===== config.mk =====
export PLATFORM = sky130hd
export DESIGN_NAME = refill_arbiter
export DESIGN_NICKNAME = d
export VERILOG_FILES = /design/src/rtl/cache_pkg.sv /design/src/rtl/block_burst_counter.sv /design/src/rtl/refill_arbiter.sv
export SDC_FILE = /design/constraint.sdc
export NUM_CORES = 1
export LEC_CHECK = 0
export CELL_PAD_IN_SITES_DETAIL_PLACEMENT = 0
export CELL_PAD_IN_SITES_GLOBAL_PLACEMENT = 1
export CORE_MARGIN = 3
export CORE_UTILIZATION = 28
export DETAILED_ROUTE_END_ITERATION = 10
export GPL_ROUTABILITY_DRIVEN = 1
export PLACE_DENSITY_LB_ADDON = 0.12
export SLEW_MARGIN = 20
export SYNTH_ARGS = -nofsm -noshare
export SYNTH_HDL_FRONTEND = slang
export SYNTH_SLANG_ARGS = --single-unit
export TNS_END_PERCENT = 30

===== constraint.sdc =====
create_clock -name clk -period 3.1 [get_ports clk]
set_clock_uncertainty 0.1 [all_clocks]
set_input_delay 0.775 -clock clk [delete_from_list [all_inputs] [get_ports clk]]
set_output_delay 0.775 -clock clk [all_outputs]
set_load 0.01 [all_outputs]

===== src/rtl/cache_pkg.sv =====
`default_nettype none
// ============================================================================
// Module      : cache_pkg
// Description : Types and constants shared by the refill arbiter and the
//               I/D cache controllers: refill FSM states, requester IDs,
//               default block size and the derived word-counter width.
// Revision    : 1.0 - initial release
// ============================================================================
package cache_pkg;

    // Words per cache block. Must be a power of two and at least 2.
    localparam int BLK_WORDS_DEFAULT = 4;
    localparam int CNT_W_DEFAULT     = $clog2(BLK_WORDS_DEFAULT);

    typedef enum logic [1:0] {
        IDLE  = 2'd0,
        BURST = 2'd1,
        DONE  = 2'd2
    } refill_state_t;

    typedef enum logic {
        REQ_I = 1'b0,
        REQ_D = 1'b1
    } req_id_t;

endpackage
`default_nettype wire


===== src/rtl/block_burst_counter.sv =====
`default_nettype none
// ============================================================================
// Module      : block_burst_counter
// Description : Word counter for one block burst. Counts accepted words and
//               flags the final word of the block. Usable by the cache
//               controllers as their own end-of-block source.
// Ports       : clk, reset  - clock, synchronous active-high reset
//               clear       - return count to word 0 (start of a new block)
//               enable      - one word accepted this cycle
//               cnt         - current word index within the block
//               last        - cnt is the final word of the block
// Revision    : 1.0 - initial release
// ============================================================================
module block_burst_counter
    import cache_pkg::*;
#(
    parameter int BLK_WORDS = BLK_WORDS_DEFAULT,
    parameter int CNT_W     = $clog2(BLK_WORDS)
) (
    input  logic             clk,
    input  logic             reset,
    input  logic             clear,
    input  logic             enable,
    output logic [CNT_W-1:0] cnt,
    output logic             last
);

    // Clear takes priority over enable so a new block always starts at 0.
    // The count wraps naturally at BLK_WORDS.
    always_ff @(posedge clk) begin
        if (reset) begin
            cnt <= '0;
        end else if (clear) begin
            cnt <= '0;
        end else if (enable) begin
            cnt <= cnt + CNT_W'(1);
        end
    end

    assign last = (cnt == CNT_W'(BLK_WORDS - 1));

endmodule
`default_nettype wire


===== src/rtl/refill_arbiter.sv =====
`default_nettype none
// ============================================================================
// Module      : refill_arbiter
// Description : Shares the main-memory read port between the I-cache and
//               D-cache refill paths. Round-robin grant, fixed-length word
//               burst, words returned to the owner, one-cycle done pulse.
// Ports       : clk, reset           - clock, synchronous active-high reset
//               i_req/i_addr         - I-cache refill request and miss address
//               d_req/d_addr         - D-cache refill request and miss address
//               i_grant/d_grant      - owner of the current burst
//               i_wvalid/d_wvalid    - rdata/word_idx carries a word for owner
//               i_done/d_done        - end-of-block pulse
//               rdata/word_idx       - registered refill word and its index
//               mem_rd/mem_addr      - memory read strobe and word address
//               mem_ready/mem_rdata  - memory accept and read data
// Revision    : 1.0 - initial release
// ============================================================================
module refill_arbiter
    import cache_pkg::*;
#(
    parameter int ADDR_W    = 32,
    parameter int DATA_W    = 32,
    parameter int BLK_WORDS = BLK_WORDS_DEFAULT,
    parameter int CNT_W     = $clog2(BLK_WORDS)
) (
    input  logic              clk,
    input  logic              reset,
    input  logic              i_req,
    input  logic [ADDR_W-1:0] i_addr,
    input  logic              d_req,
    input  logic [ADDR_W-1:0] d_addr,
    output logic              i_grant,
    output logic              d_grant,
    output logic              i_wvalid,
    output logic              d_wvalid,
    output logic              i_done,
    output logic              d_done,
    output logic [DATA_W-1:0] rdata,
    output logic [CNT_W-1:0]  word_idx,
    output logic              mem_rd,
    output logic [ADDR_W-1:0] mem_addr,
    input  logic              mem_ready,
    input  logic [DATA_W-1:0] mem_rdata
);

    localparam int BASE_W = ADDR_W - CNT_W - 2;

    refill_state_t     state;
    refill_state_t     state_next;
    req_id_t           owner;
    req_id_t           last;
    req_id_t           winner;
    logic              start;
    logic [BASE_W-1:0] base;
    logic [CNT_W-1:0]  cnt;
    logic              cnt_last;
    logic              word_accept;
    logic              wvalid_q;

    // Offset bits of the miss addresses are irrelevant: bursts are block aligned.
    logic unused_addr_bits;
    assign unused_addr_bits = ^{i_addr[CNT_W+1:0], d_addr[CNT_W+1:0]};

    assign word_accept = (state == BURST) && mem_ready;

    block_burst_counter #(
        .BLK_WORDS (BLK_WORDS),
        .CNT_W     (CNT_W)
    ) u_cnt (
        .clk    (clk),
        .reset  (reset),
        .clear  (start),
        .enable (word_accept),
        .cnt    (cnt),
        .last   (cnt_last)
    );

    // Next state and arbitration. Requests are only looked at in IDLE, so
    // DONE and BURST never react to a request edge.
    always_comb begin
        state_next = state;
        winner     = REQ_I;
        start      = 1'b0;
        case (state)
            IDLE: begin
                if (i_req || d_req) begin
                    start      = 1'b1;
                    state_next = BURST;
                    if (i_req && d_req) begin
                        winner = (last == REQ_D) ? REQ_I : REQ_D;
                    end else begin
                        winner = i_req ? REQ_I : REQ_D;
                    end
                end
            end
            BURST: begin
                if (mem_ready && cnt_last) begin
                    state_next = DONE;
                end
            end
            DONE: begin
                state_next = IDLE;
            end
            default: begin
                state_next = IDLE;
            end
        endcase
    end

    always_ff @(posedge clk) begin
        if (reset) begin
            state    <= IDLE;
            owner    <= REQ_I;
            last     <= REQ_D;
            base     <= '0;
            rdata    <= '0;
            word_idx <= '0;
            wvalid_q <= 1'b0;
        end else begin
            state    <= state_next;
            wvalid_q <= word_accept;
            if (start) begin
                owner <= winner;
                base  <= (winner == REQ_I) ? i_addr[ADDR_W-1:CNT_W+2]
                                           : d_addr[ADDR_W-1:CNT_W+2];
            end
            if (word_accept) begin
                rdata    <= mem_rdata;
                word_idx <= cnt;
            end
            if (word_accept && cnt_last) begin
                last <= owner;
            end
        end
    end

    // All memory-side outputs depend only on registered state, never on req.
    assign mem_rd   = (state == BURST);
    assign mem_addr = (state == BURST) ? {base, cnt, 2'b00} : '0;

    assign i_grant  = (state == BURST) && (owner == REQ_I);
    assign d_grant  = (state == BURST) && (owner == REQ_D);

    // The word accepted on the final BURST edge is presented during DONE,
    // so the last wvalid and the done pulse coincide.
    assign i_wvalid = wvalid_q && (owner == REQ_I);
    assign d_wvalid = wvalid_q && (owner == REQ_D);

    assign i_done   = (state == DONE) && (owner == REQ_I);
    assign d_done   = (state == DONE) && (owner == REQ_D);

endmodule
`default_nettype wire


==> impl_metrics.ini, run 1 <==
[critical_path]
cp_num_buf_inv = 3
start_kind = flop
cp_cell_sequence = nand2b_1, inv_1, buf_6, and2_1, clkdlybuf4s50_1
end_kind = primary output
critical_path_class = flop to primary output
crit_slowest_cell = clkdlybuf4s50_1
crit_family = buffers and inverters
crit_fanout = 32
crit_arrival_ps = 2040
cp.required_ps = 2220
max_stage_delay_ps = 560

[place]
gp_congestion = 0.678
dp_hpwl_mm = 5.96
port_buffers = 163
placed_area_mm2 = 0.00461

[timing]
min_period_over_period_pct = 94.1
setup_viol = 0
finalCriticalPeriod_ps = 2920
tns_ps = 0
hold_viol = 0
rsz0062_at_grt = no
slew_violations = 0
fmax_mhz = 343

[power]
p_switching_w = 0.000518
switching_share_pct = 24.2
vdd_drop_max_mv = 0.235
power.density_mw_per_mm2 = 445
combPwrFrac_pct = 18.2
clockPowerShare_pct = 36.7
leakage_nw = 1.73
seq_power_share_pct = 45.1
power.total_w = 0.00214
p_int_w = 0.00163

[clocking]
htree_levels = 3
clkLatencyLatePin_ps = 330
clockRootBuffer = clkbuf_8
cts.sinks = 69
ctsResizeCount = 0
cts_buffers = 9
clk_path_buf_depth = 2
postCtsHoldBufs = 0
cts_tree = done
clkSlewWorstSetupHoldPaths_ps = 70
post-cts-setup-buffer-count = 0

[die]
dieArea_mm2 = 0.0117
coreArea_mm2 = 0.00995
start_util_pct = 29.2
die_w_um = 108
fp-row-count = 36
die_y_um = 108
ios = 174

[cells_and_area]
fin_area_mm2 = 0.00482
drive_above_1_share_pct = 5.25
final_nets = 573
fillers = 969
seq_area_mm2 = 0.00138
areaGrowthSynthToFinish_pct = 65.6
multi_input_area_mm2 = 0.00138
layout_commonest_cell = clkdlybuf4s50_1
antennaDiodeCount = 0
final_cell_mix = clkdlybuf4s50_1, nand2_1, dfxtp_1
post-route-util_pct = 48.4

[drt]
wire_per_inst_um = 13.7
first_pass_iters = 4
vias = 2641
drc = 0
wl_mm = 8.37
dr.first_iter.drc_count = 93
ant_nets = 0
vias_per_cell = 4.34

[outcome]
run_status = finished clean

[global_routing]
grt_pass1_vias = 2563
antenna_found_initial = 0
grt_max_degree = 40
gr-total-overflow = 0
track_usage_pct = 14.2
grt_pass1_wl_mm = 13.0

[synthesis]
synthTopCellsByArea = dfxtp_1, mux2i_1, nand2_1
async_flop_share_pct = 0
synth_cell_types = 30
synth_area_mm2 = 0.00291
syn_inst = 315
post-synth-top-area-fraction_pct = 47.4
ys_seq_elements = 69
synth_ff_type = dfxtp_1
synth_area_per_cell_um2 = 9.24
ys_warn_count = 0
synth_edf_count = 0
yosysSeqAreaShare_pct = 47.4
synth_largest_area_cell = dfxtp_1

[worst_hold_path]
hp-class = flop to flop

[run]
max_cap_viol_count = 0
area by class of cell:
cell class              instances  area share (%)
repair buffers                169            34.8
flip-flops and latches         69            28.6
multi-input cells             220            28.6
well taps                     133            3.45
clock buffers                  12            2.80
clock inverters                 4            1.50
inverters                       2           0.156
final timing paths:
check | slack [ps] | cells past startpoint | startpoint | to
worst max-delay path | 180 | 5 | state[0]$_SDFFE_PP0P_ | d_grant
worst min-delay path | 350 | 2 | word_idx[1]$_SDFFE_PP0P_ | word_idx[1]$_SDFFE_PP0P_
worst min register to register | 350 | 2 | word_idx[1]$_SDFFE_PP0P_ | word_idx[1]$_SDFFE_PP0P_
worst max register to register | 1530 | 4 | state[0]$_SDFFE_PP0P_ | u_cnt.cnt[1]$_SDFFE_PP0P_
cells in the mapped netlist (4+ instances only):
master      n
a21oi_1    35
and2_1     33
buf_2      10
buf_4       8
clkbuf_1    5
dfxtp_1    69
mux2i_1    28
nand2_1    71
nor3_1      4
o2bb2ai_1  28
sequential cells by signal (all words and copies together) (netlist names):
| register | count |
|---|---|
| wvalid_q | 1 |
| owner | 1 |
| word_idx | 2 |
| rdata | 32 |
| base | 28 |
| last | 1 |
| u_cnt.cnt | 2 |
| state | 2 |
cell families after synthesis:
logic type	synth area share (%)
simple gates	19.7
other cells	0.129
compound gates	16.8
buf+inv	5.59
flops	47.4
xor+xnor	0.301
fa+ha+maj	0.430
mux	9.63
worst register-to-register path, delay by kind of cell (launching register included):
kind                   cells  cell delay [ps]
buffers and inverters      1              360
AO/OA/AOI/OAI              3              570
flip-flops                 1              470
metrics by stage:
step                      hold slack [ps]  instances  setup WS, ps
final                                 354        609           182
after global routing                  369        609          1.33
after CTS                             358        609          77.6
after detailed placement              339        593           453
after global placement                336        593           481
after floorplan                       324        316          1190
power by group through the flow:
stage,registers (W),logic (W),clock network [W]
after global routing,0.000975,0.000426,0.000868
after CTS,0.000968,0.000397,0.000820
after detailed placement,0.000988,0.000396,0
after floorplan,0.000991,0.000166,0
after global placement,0.000986,0.000393,0
final,0.000967,0.000391,0.000787
layer usage:
layer / part of all wire [%] / vias to the layer above / GRT usage [%]
met5: 0 / - / 0
met2: 44 / 98 / 21.0
li1: - / 1375 / -
met4: 1.3 / 0 / 4.78
met3: 11 / 7 / 7.16
met1: 43 / 1161 / 18.0
Power figures use the tool's default switching activity.
==> run 2, diff against run 1 <==
--- a/config.mk
+++ b/config.mk
@@ -5,13 +5,14 @@
 export SDC_FILE = /design/constraint.sdc
 export NUM_CORES = 1
 export LEC_CHECK = 0
+export CAP_MARGIN = 20
 export CELL_PAD_IN_SITES_DETAIL_PLACEMENT = 0
 export CELL_PAD_IN_SITES_GLOBAL_PLACEMENT = 1
 export CORE_MARGIN = 3
 export CORE_UTILIZATION = 28
 export DETAILED_ROUTE_END_ITERATION = 10
 export GPL_ROUTABILITY_DRIVEN = 1
-export PLACE_DENSITY_LB_ADDON = 0.12
+export PLACE_DENSITY_LB_ADDON = 0.15
 export SLEW_MARGIN = 20
 export SYNTH_ARGS = -nofsm -noshare
 export SYNTH_HDL_FRONTEND = slang
==> impl_metrics.ini, run 2 (synthesis gave the netlist of run 1 again) <==
[critical_path]
crit_slowest_cell = clkdlybuf4s50_1
max_stage_delay_ps = 550
critical_path_class = flop to primary output
start_kind = flop
crit_family = buffers and inverters
timing.rr.start = state[0]$_SDFFE_PP0P_
end_kind = primary output
cp_cell_sequence = nand2b_1, inv_1, buf_6, and2_1, clkdlybuf4s50_1
startpoint = state[0]$_SDFFE_PP0P_
cp.required_ps = 2220
cp_num_buf_inv = 3
crit_fanout = 32
crit_arrival_ps = 2070

[clocking]
clockRootBuffer = clkbuf_8
clkLatencyLatePin_ps = 330
post-cts-setup-buffer-count = 0
clkSlewWorstSetupHoldPaths_ps = 70
cts_buffers = 9
cts_tree = done
htree_levels = 3
clk_path_buf_depth = 2
cts.sinks = 69

[place]
place_ws_ps = 455
dp_hpwl_mm = 6.28
port_buffers = 163
gp_congestion = 0.724

[global_routing]
gr-total-overflow = 0
grt_max_degree = 36
grt_pass1_wl_mm = 13.2
antenna_found_initial = 0
grt_pass1_vias = 2660
track_usage_pct = 14.3

[power]
combPwrFrac_pct = 19.7
p_int_w = 0.00151
seq_power_share_pct = 47.8
power.density_mw_per_mm2 = 419
switching_share_pct = 25.2
vdd_drop_max_mv = 0.215
clockPowerShare_pct = 32.5
leakage_nw = 1.73
p_switching_w = 0.000511

[worst_hold_path]
hp-class = flop to flop
min_from = rdata[7]$_SDFFE_PP0P_

[run]
max_cap_viol_count = 0

[timing]
setup_ws_ps = 151
finalCriticalPeriod_ps = 2950
slew_violations = 0
min_period_over_period_pct = 95.1
tns_ps = 0
fmax_mhz = 339
setup_viol = 0
rsz0062_at_grt = no
hold_viol = 0

[die]
fp-row-count = 36
dieArea_mm2 = 0.0117
start_util_pct = 29.2
coreArea_mm2 = 0.00995
die_y_um = 108
ios = 174
die_w_um = 108

[cells_and_area]
fillers = 1010
multi_input_area_mm2 = 0.00138
reg_top3 = rdata (32), base (28)
seq_area_mm2 = 0.00138
final_cell_mix = clkdlybuf4s50_1, nand2_1, dfxtp_1
largest_register_ffs = 32
layout_commonest_cell = clkdlybuf4s50_1
areaGrowthSynthToFinish_pct = 65.7
final_nets = 574
drive_above_1_share_pct = 5.66
antennaDiodeCount = 0
regMostFlops = rdata

[drt]
vias_per_cell = 4.40
dr.first_iter.drc_count = 76
wl_mm = 8.46
wire_per_inst_um = 13.9
first_pass_iters = 4
vias = 2681
drc = 0
ant_nets = 0

[outcome]
run_status = finished clean
-- run 2: changes by cell type in the layout (fill, tap and decap cells not counted) --
cell	before	now
buf_12	0	2
buf_4	5	4
bufinv_16	2	0
clkbuf_1	3	2
clkbuf_8	9	11
clkinvlp_4	1	2
-- run 2: metal layers --
metal	wire length [um]	track usage (%)
met1	3510	16.8
met2	3980	23.1
met3	907	7.16
met4	65	3.52
met5	0	0
-- run 2: path summary, 6_finish.rpt --
kind	to	slack, ps	cells after the start
max	d_grant	150	5
max reg2reg	base[18]$_SDFFE_PP0P_	1440	4
min	rdata[7]$_SDFFE_PP0P_	350	2
min reg2reg	rdata[7]$_SDFFE_PP0P_	350	2
-- run 2: power by group through the flow --
stage	sequential, W	combinational (W)	clock [W]
global placement	0.000986	0.000398	0
CTS	0.000968	0.000404	0.000689
global route	0.000975	0.000434	0.000728
finish	0.000968	0.000398	0.000658
detailed placement	0.000988	0.000403	0
floorplan	0.000991	0.000166	0
-- run 2: tightest hold or removal path, delay by kind of cell, from the launching register on --
kind	cells	cell delay, ps
flops	1	310
compound gates	1	50
simple gates	1	50
-- run 2: cell type report --
cell class | instances | share of cell area [%]
Multi-Input combinational cell | 220 | 28.6
Inverter | 2 | 0.156
Timing Repair Buffer | 170 | 35.5
Clock buffer | 13 | 3.29
Tap cell | 133 | 3.45
Sequential cell | 69 | 28.6
Clock inverter | 3 | 0.415
-- run 2: what timing repair did --
item                       4_1_cts  5_1_grt
hold buffers                     0        0
setup endpoints to repair        0       31
gates resized for setup          0        1
-- run 2: stage by stage --
stage | std cells | hold WS (ps) | util, % | area, um2 | power (W)
after CTS | 610 | 356 | 48.4 | 4820 | 0.00206
after detailed placement | 594 | 339 | 46.6 | 4640 | 0.00139
final | 610 | 354 | 48.5 | 4830 | 0.00202
after global placement | 594 | 336 | 46.6 | 4640 | 0.00138
after floorplan | 316 | 324 | - | 2920 | 0.00116
after global routing | 610 | 373 | 48.5 | 4830 | 0.00214
